File: src/rtl/approx_mul_pkg.sv
// approx_mul_pkg: mode encodings and product-width helper shared by the approximate multiplier
package approx_mul_pkg;
  localparam logic MODE_EXACT  = 1'b0;
  localparam logic MODE_APPROX = 1'b1;
  function automatic int prod_width(input int w);
    return 2 * w;
  endfunction
endpackage

File: src/rtl/approx_pp_col.sv
// approx_pp_col: combinational partial-product column counter with low-column masking
// Ports: a_i, b_i operands; mode_i selects exact/approx; col_o[k] = number of set
// partial-product bits of weight 2^k (columns below TRUNC are zero in approx mode).
module approx_pp_col
  import approx_mul_pkg::*;
#(
  parameter int WIDTH = 8,
  parameter int TRUNC = 4,
  localparam int PW = prod_width(WIDTH),
  localparam int CW = $clog2(WIDTH + 1)
) (
  input  logic [WIDTH-1:0]      a_i,
  input  logic [WIDTH-1:0]      b_i,
  input  logic                  mode_i,
  output logic [PW-1:0][CW-1:0] col_o
);
  always_comb begin
    col_o = '0;
    for (int i = 0; i < WIDTH; i++)
      for (int j = 0; j < WIDTH; j++)
        if (!(mode_i == MODE_APPROX && i + j < TRUNC)) col_o[i+j] = col_o[i+j] + CW'(a_i[i] & b_i[j]);
  end
endmodule

File: src/rtl/approx_mul_pipe.sv
// approx_mul_pipe: elastic pipelined unsigned multiplier with per-transaction truncated mode
// Ports: clk, rst_n (async, active-low); in_valid/in_ready/a/b/mode input handshake;
// out_valid/out_ready/o/o_mode output handshake; txn_count counts output handshakes.
// Stage 0 holds column counts, stage 1 compresses them into the product, later stages
// only carry it; with a single stage the compression sits after the stage-0 register.
module approx_mul_pipe
  import approx_mul_pkg::*;
#(
  parameter int WIDTH  = 8,
  parameter int STAGES = 2,
  parameter int TRUNC  = 4
) (
  input  logic                 clk,
  input  logic                 rst_n,
  input  logic                 in_valid,
  output logic                 in_ready,
  input  logic [WIDTH-1:0]     a,
  input  logic [WIDTH-1:0]     b,
  input  logic                 mode,
  output logic                 out_valid,
  input  logic                 out_ready,
  output logic [2*WIDTH-1:0]   o,
  output logic                 o_mode,
  output logic [15:0]          txn_count
);
  localparam int PW = prod_width(WIDTH);
  localparam int CW = $clog2(WIDTH + 1);
  localparam int PS = STAGES > 1 ? STAGES - 1 : 1;
  logic [PW-1:0][CW-1:0] col, col_q, col_d;
  logic [PW-1:0] sum, res;
  logic [PS-1:0][PW-1:0] prod_q, prod_d;
  logic [STAGES-1:0] valid_q, valid_d, mode_q, mode_d, en;
  logic [15:0] txn_q, txn_d;
  approx_pp_col #(.WIDTH(WIDTH), .TRUNC(TRUNC)) u_col (
    .a_i(a),
    .b_i(b),
    .mode_i(mode),
    .col_o(col)
  );
  // en[k]: stage k may load this cycle (it is empty or its content moves on)
  always_comb begin
    en[STAGES-1] = !valid_q[STAGES-1] || out_ready;
    for (int k = STAGES - 2; k >= 0; k--) en[k] = !valid_q[k] || en[k+1];
  end
  always_comb begin
    sum = '0;
    for (int k = 0; k < PW; k++) sum = sum + (PW'(col_q[k]) << k);
  end
  always_comb begin
    col_d      = en[0] ? col : col_q;
    mode_d     = mode_q;
    valid_d    = valid_q;
    prod_d     = prod_q;
    mode_d[0]  = en[0] ? mode : mode_q[0];
    valid_d[0] = en[0] ? in_valid : valid_q[0];
    for (int k = 1; k < STAGES; k++) begin
      valid_d[k]  = en[k] ? valid_q[k-1] : valid_q[k];
      mode_d[k]   = en[k] ? mode_q[k-1] : mode_q[k];
      prod_d[k-1] = !en[k] ? prod_q[k-1] : k == 1 ? sum : prod_q[k > 1 ? k - 2 : 0];
    end
    txn_d = txn_q + 16'(out_valid && out_ready);
  end
  always_ff @(posedge clk or negedge rst_n)
    if (!rst_n) begin
      valid_q <= '0;
      txn_q   <= '0;
    end else begin
      valid_q <= valid_d;
      txn_q   <= txn_d;
    end
  always_ff @(posedge clk) begin
    col_q  <= col_d;
    mode_q <= mode_d;
    prod_q <= prod_d;
  end
  assign res       = STAGES == 1 ? sum : prod_q[PS-1];
  assign in_ready  = en[0];
  assign out_valid = valid_q[STAGES-1];
  // datapath registers are never reset, so outputs are forced to zero while empty
  assign o         = out_valid ? res : '0;
  assign o_mode    = out_valid & mode_q[STAGES-1];
  assign txn_count = txn_q;
endmodule

File: config.mk
export PLATFORM = sky130hd
export DESIGN_NAME = approx_mul_pipe
export DESIGN_NICKNAME = d
export VERILOG_FILES = /design/src/rtl/approx_mul_pkg.sv /design/src/rtl/approx_pp_col.sv /design/src/rtl/approx_mul_pipe.sv
export SDC_FILE = /design/constraint.sdc
export NUM_CORES = 1
export LEC_CHECK = 0
export ABC_AREA = 1
export CAP_MARGIN = 10
export CORE_ASPECT_RATIO = 1.4
export CORE_MARGIN = 10
export CORE_UTILIZATION = 50
export DETAILED_ROUTE_END_ITERATION = 8
export GPL_TIMING_DRIVEN = 1
export HOLD_SLACK_MARGIN = 0.02
export PLACE_DENSITY = 0.83
export SLEW_MARGIN = 20
export SYNTH_ARGS = -nofsm -noshare
export SYNTH_HDL_FRONTEND = slang
export SYNTH_SLANG_ARGS = --single-unit
File: constraint.sdc
create_clock -name clk -period 7.9 [get_ports clk]
set_input_delay 1.58 -clock clk [delete_from_list [all_inputs] [get_ports clk]]
set_output_delay 1.58 -clock clk [all_outputs]
set_load 0.01 [all_outputs]
==> results_dict.tcl <==
set metrics [dict create \
    synthFlopType "edfxtp_1" \
    viasPerCell 4.69 \
    crit_arrival_ns 3.31 \
    power_mw 1.71 \
    start_util 0.510 \
    crit_required_ns 6.32 \
    synth-warning-count 0 \
    antenna_cells 0 \
    die_y_um 142 \
    antenna_found_initial 0 \
    status "finished, final reports clean" \
    dr.pass1.iters 6 \
    drtAntennaViolNets 0 \
    netlist_area_um2 5280 \
    ys_async_sr_fraction 0.237 \
    crit_chain "clkdlybuf4s50_1 > inv_1 > nand3_2 > buf_4 > clkdlybuf4s50_1" \
    cts_tree "done" \
    dp_cells 754 \
    cpPeakStageDelay_ns 0.64 \
    irDropWorstVdd_v 0.000107 \
    clkLatencyLatePin_ns 0.33 \
    powerDensity_nw_per_um2 276 \
    crit_slowest_cell "clkdlybuf4s50_1" \
    drc 0 \
    p_leak_nw 3.37 \
    post_cts_buffers 0 \
    synth_most_common_cell "inv_1" \
    clockBufferDepth 2 \
    rrSetupSlack_ns 4.97 \
    synth_common_cells "inv_1 (159), nand2_1 (148), edfxtp_1 (58)" \
    numPortBuffers 55 \
    cp_top_family "buffers and inverters" \
    grt_pass1_wl_um 17300 \
    dp_hpwl_um 8140 \
    cts-resized-gates 0 \
    hold_buffers 0 \
    synth_nets 682 \
    wl_per_cell_um 13.1 \
    drive_gt1_frac 0.0427 \
    synth_seq_cells 76 \
    drt-initial-drc-count 135 \
    synth_cell_type_count 24 \
    final_max_slew_viol_count 0 \
    synth_area_leaders "edfxtp_1 (33%), fa_1 (14%), inv_1 (11%), nand2_1 (11%), ha_1 (10%)" \
    wl_um 10100 \
    worst_setup_hold_path_clk_slew_ns 0.06 \
    finalInstanceArea_um2 6200 \
    hold_viol_final 0 \
    placed_cell_area_um2 5930 \
    fillerInstances 869 \
    grtUsageTotal 0.141 \
    start_kind "input pin" \
    maxSlewHeadroom 0.466 \
    rsz0062_at_grt "no" \
    end_kind "primary output" \
    skew_ns 0.00469 \
    setup_violations 0 \
    synthCells 580 \
    io_pins 56 \
    place.gp.congestion 0.862 \
    hold_path_class "register to register" \
    fin_crit_sh 0.619 \
    fin_tns_setup_ns 0 \
    num_rows 44 \
    cts_max_level 3 \
    grt_overflow 0 \
    maxCapViolCount 0 \
    coreArea_um2 10300 \
    grt_max_degree 44 \
    synth_edf_count 58 \
    die_area_um2 15100 \
    clock_sinks 76 \
    num-nets-final 729 \
    yosys.area.top_type "edfxtp_1" \
    synth_top_area_frac 0.330 \
    critPathKind "input pin to primary output" \
    synth_area_per_cell_um2 9.09 \
    synth_seq_area_share 0.416 \
    cts-buffers-inserted 9 \
    syn2layout_area_growth_pct 17.6 \
    worstPathMaxFanout 43 \
    vias 3611 \
    crit_buf_inv 4 \
    clockRootBuffer "clkbuf_16" \
    post-route-min-period_ns 4.89 \
    crit_path_frequent_cell "clkdlybuf4s50_1" \
    max_freq_mhz 205 \
    final_cells 770 \
    grt_pass1_vias 3749 \
    die_w_um 107 \
    tightest_slew_ns 0.798 \
]
-- final timing paths --
kind | from | endpoint | depth (start not counted)
setup / recovery | out_ready | in_ready | 5
hold / removal | col_q[4]$_DFFE_PP_ | prod_q[1]$_DFFE_PP_ | 0
setup reg to reg | col_q[31]$_DFFE_PP_ | prod_q[15]$_DFFE_PP_ | 10
hold reg to reg | col_q[4]$_DFFE_PP_ | prod_q[1]$_DFFE_PP_ | 0
max in group asynchronous | rst_n | txn_count[4]$_DFF_PN0_ | 1
min in group asynchronous | rst_n | txn_count[9]$_DFF_PN0_ | 1
-- cells by family after synthesis --
kind of cell / count (synthesis) / share of synthesized area
compound gates: 7 / 0.00664
xor+xnor: 19 / 0.0315
simple gates: 216 / 0.171
fa+ha+maj: 81 / 0.246
buf+inv: 181 / 0.129
flops: 76 / 0.416
-- cells in the final DEF, fill, tap and decap left out, types with 4 or more instances in the layout --
cell	netlist	layout
clkdlybuf4s50_1	0	55
xor2_1	12	12
ha_1	43	43
edfxtp_1	58	58
nand2_1	148	148
fa_1	38	38
dfrtp_1	18	18
xnor2_1	7	7
nor2_1	29	29
inv_1	159	159
clkbuf_16	0	9
nand4_1	6	6
nor3_1	4	4
nand3_1	17	16
a21oi_1	6	6
-- layer usage --
metal | vias up | GRT usage | share of wire
li1 | 1811 | - | -
met1 | 1696 | 0.136 | 0.36
met2 | 87 | 0.271 | 0.57
met3 | 17 | 0.0340 | 0.050
met4 | 0 | 0.0615 | 0.024
met5 | - | 0 | 0
-- registers in the layout (all words and copies together), names as in the netlist --
| register | count |
|---|---|
| col_q | 40 |
| mode_q | 2 |
| txn_count | 16 |
| valid_q | 2 |
| prod_q | 16 |
-- worst register-to-register path, delay by kind of cell (launching register included) --
kind	cells	cell delay, ns
fa+ha+maj	3	1.47
buf+inv	2	0.11
flops	1	0.45
simple gates	5	0.66
-- layout make-up --
type                       count  area [um2]  share of cell area
multi-input combinational    323        2410               0.388
sequential                    76        2190               0.353
inverter                     161         604              0.0974
timing repair buffer          56         558              0.0900
clock buffer                  11         233              0.0375
tap                          138         173              0.0278
clock inverter                 5        36.3             0.00585
-- report_power, final --
| group | switching, mW | total, mW | leakage (nW) | internal (mW) |
|---|---|---|---|---|
| Sequential | 0.0472 | 0.609 | 0.841 | 0.561 |
| Clock | 0.157 | 0.371 | 0.134 | 0.214 |
| Combinational | 0.422 | 0.735 | 2.40 | 0.313 |
-- stage by stage --
stage                     utilization  setup slack [ns]  hold slack (ns)
after CTS                       0.599              3.00            0.431
after global routing            0.599              2.91            0.437
after detailed placement        0.573              2.80            0.406
after global placement          0.573              2.90            0.401
final                           0.599              3.01            0.426
after floorplan                     -              3.37            0.400
Power figures use the tool's default switching activity.
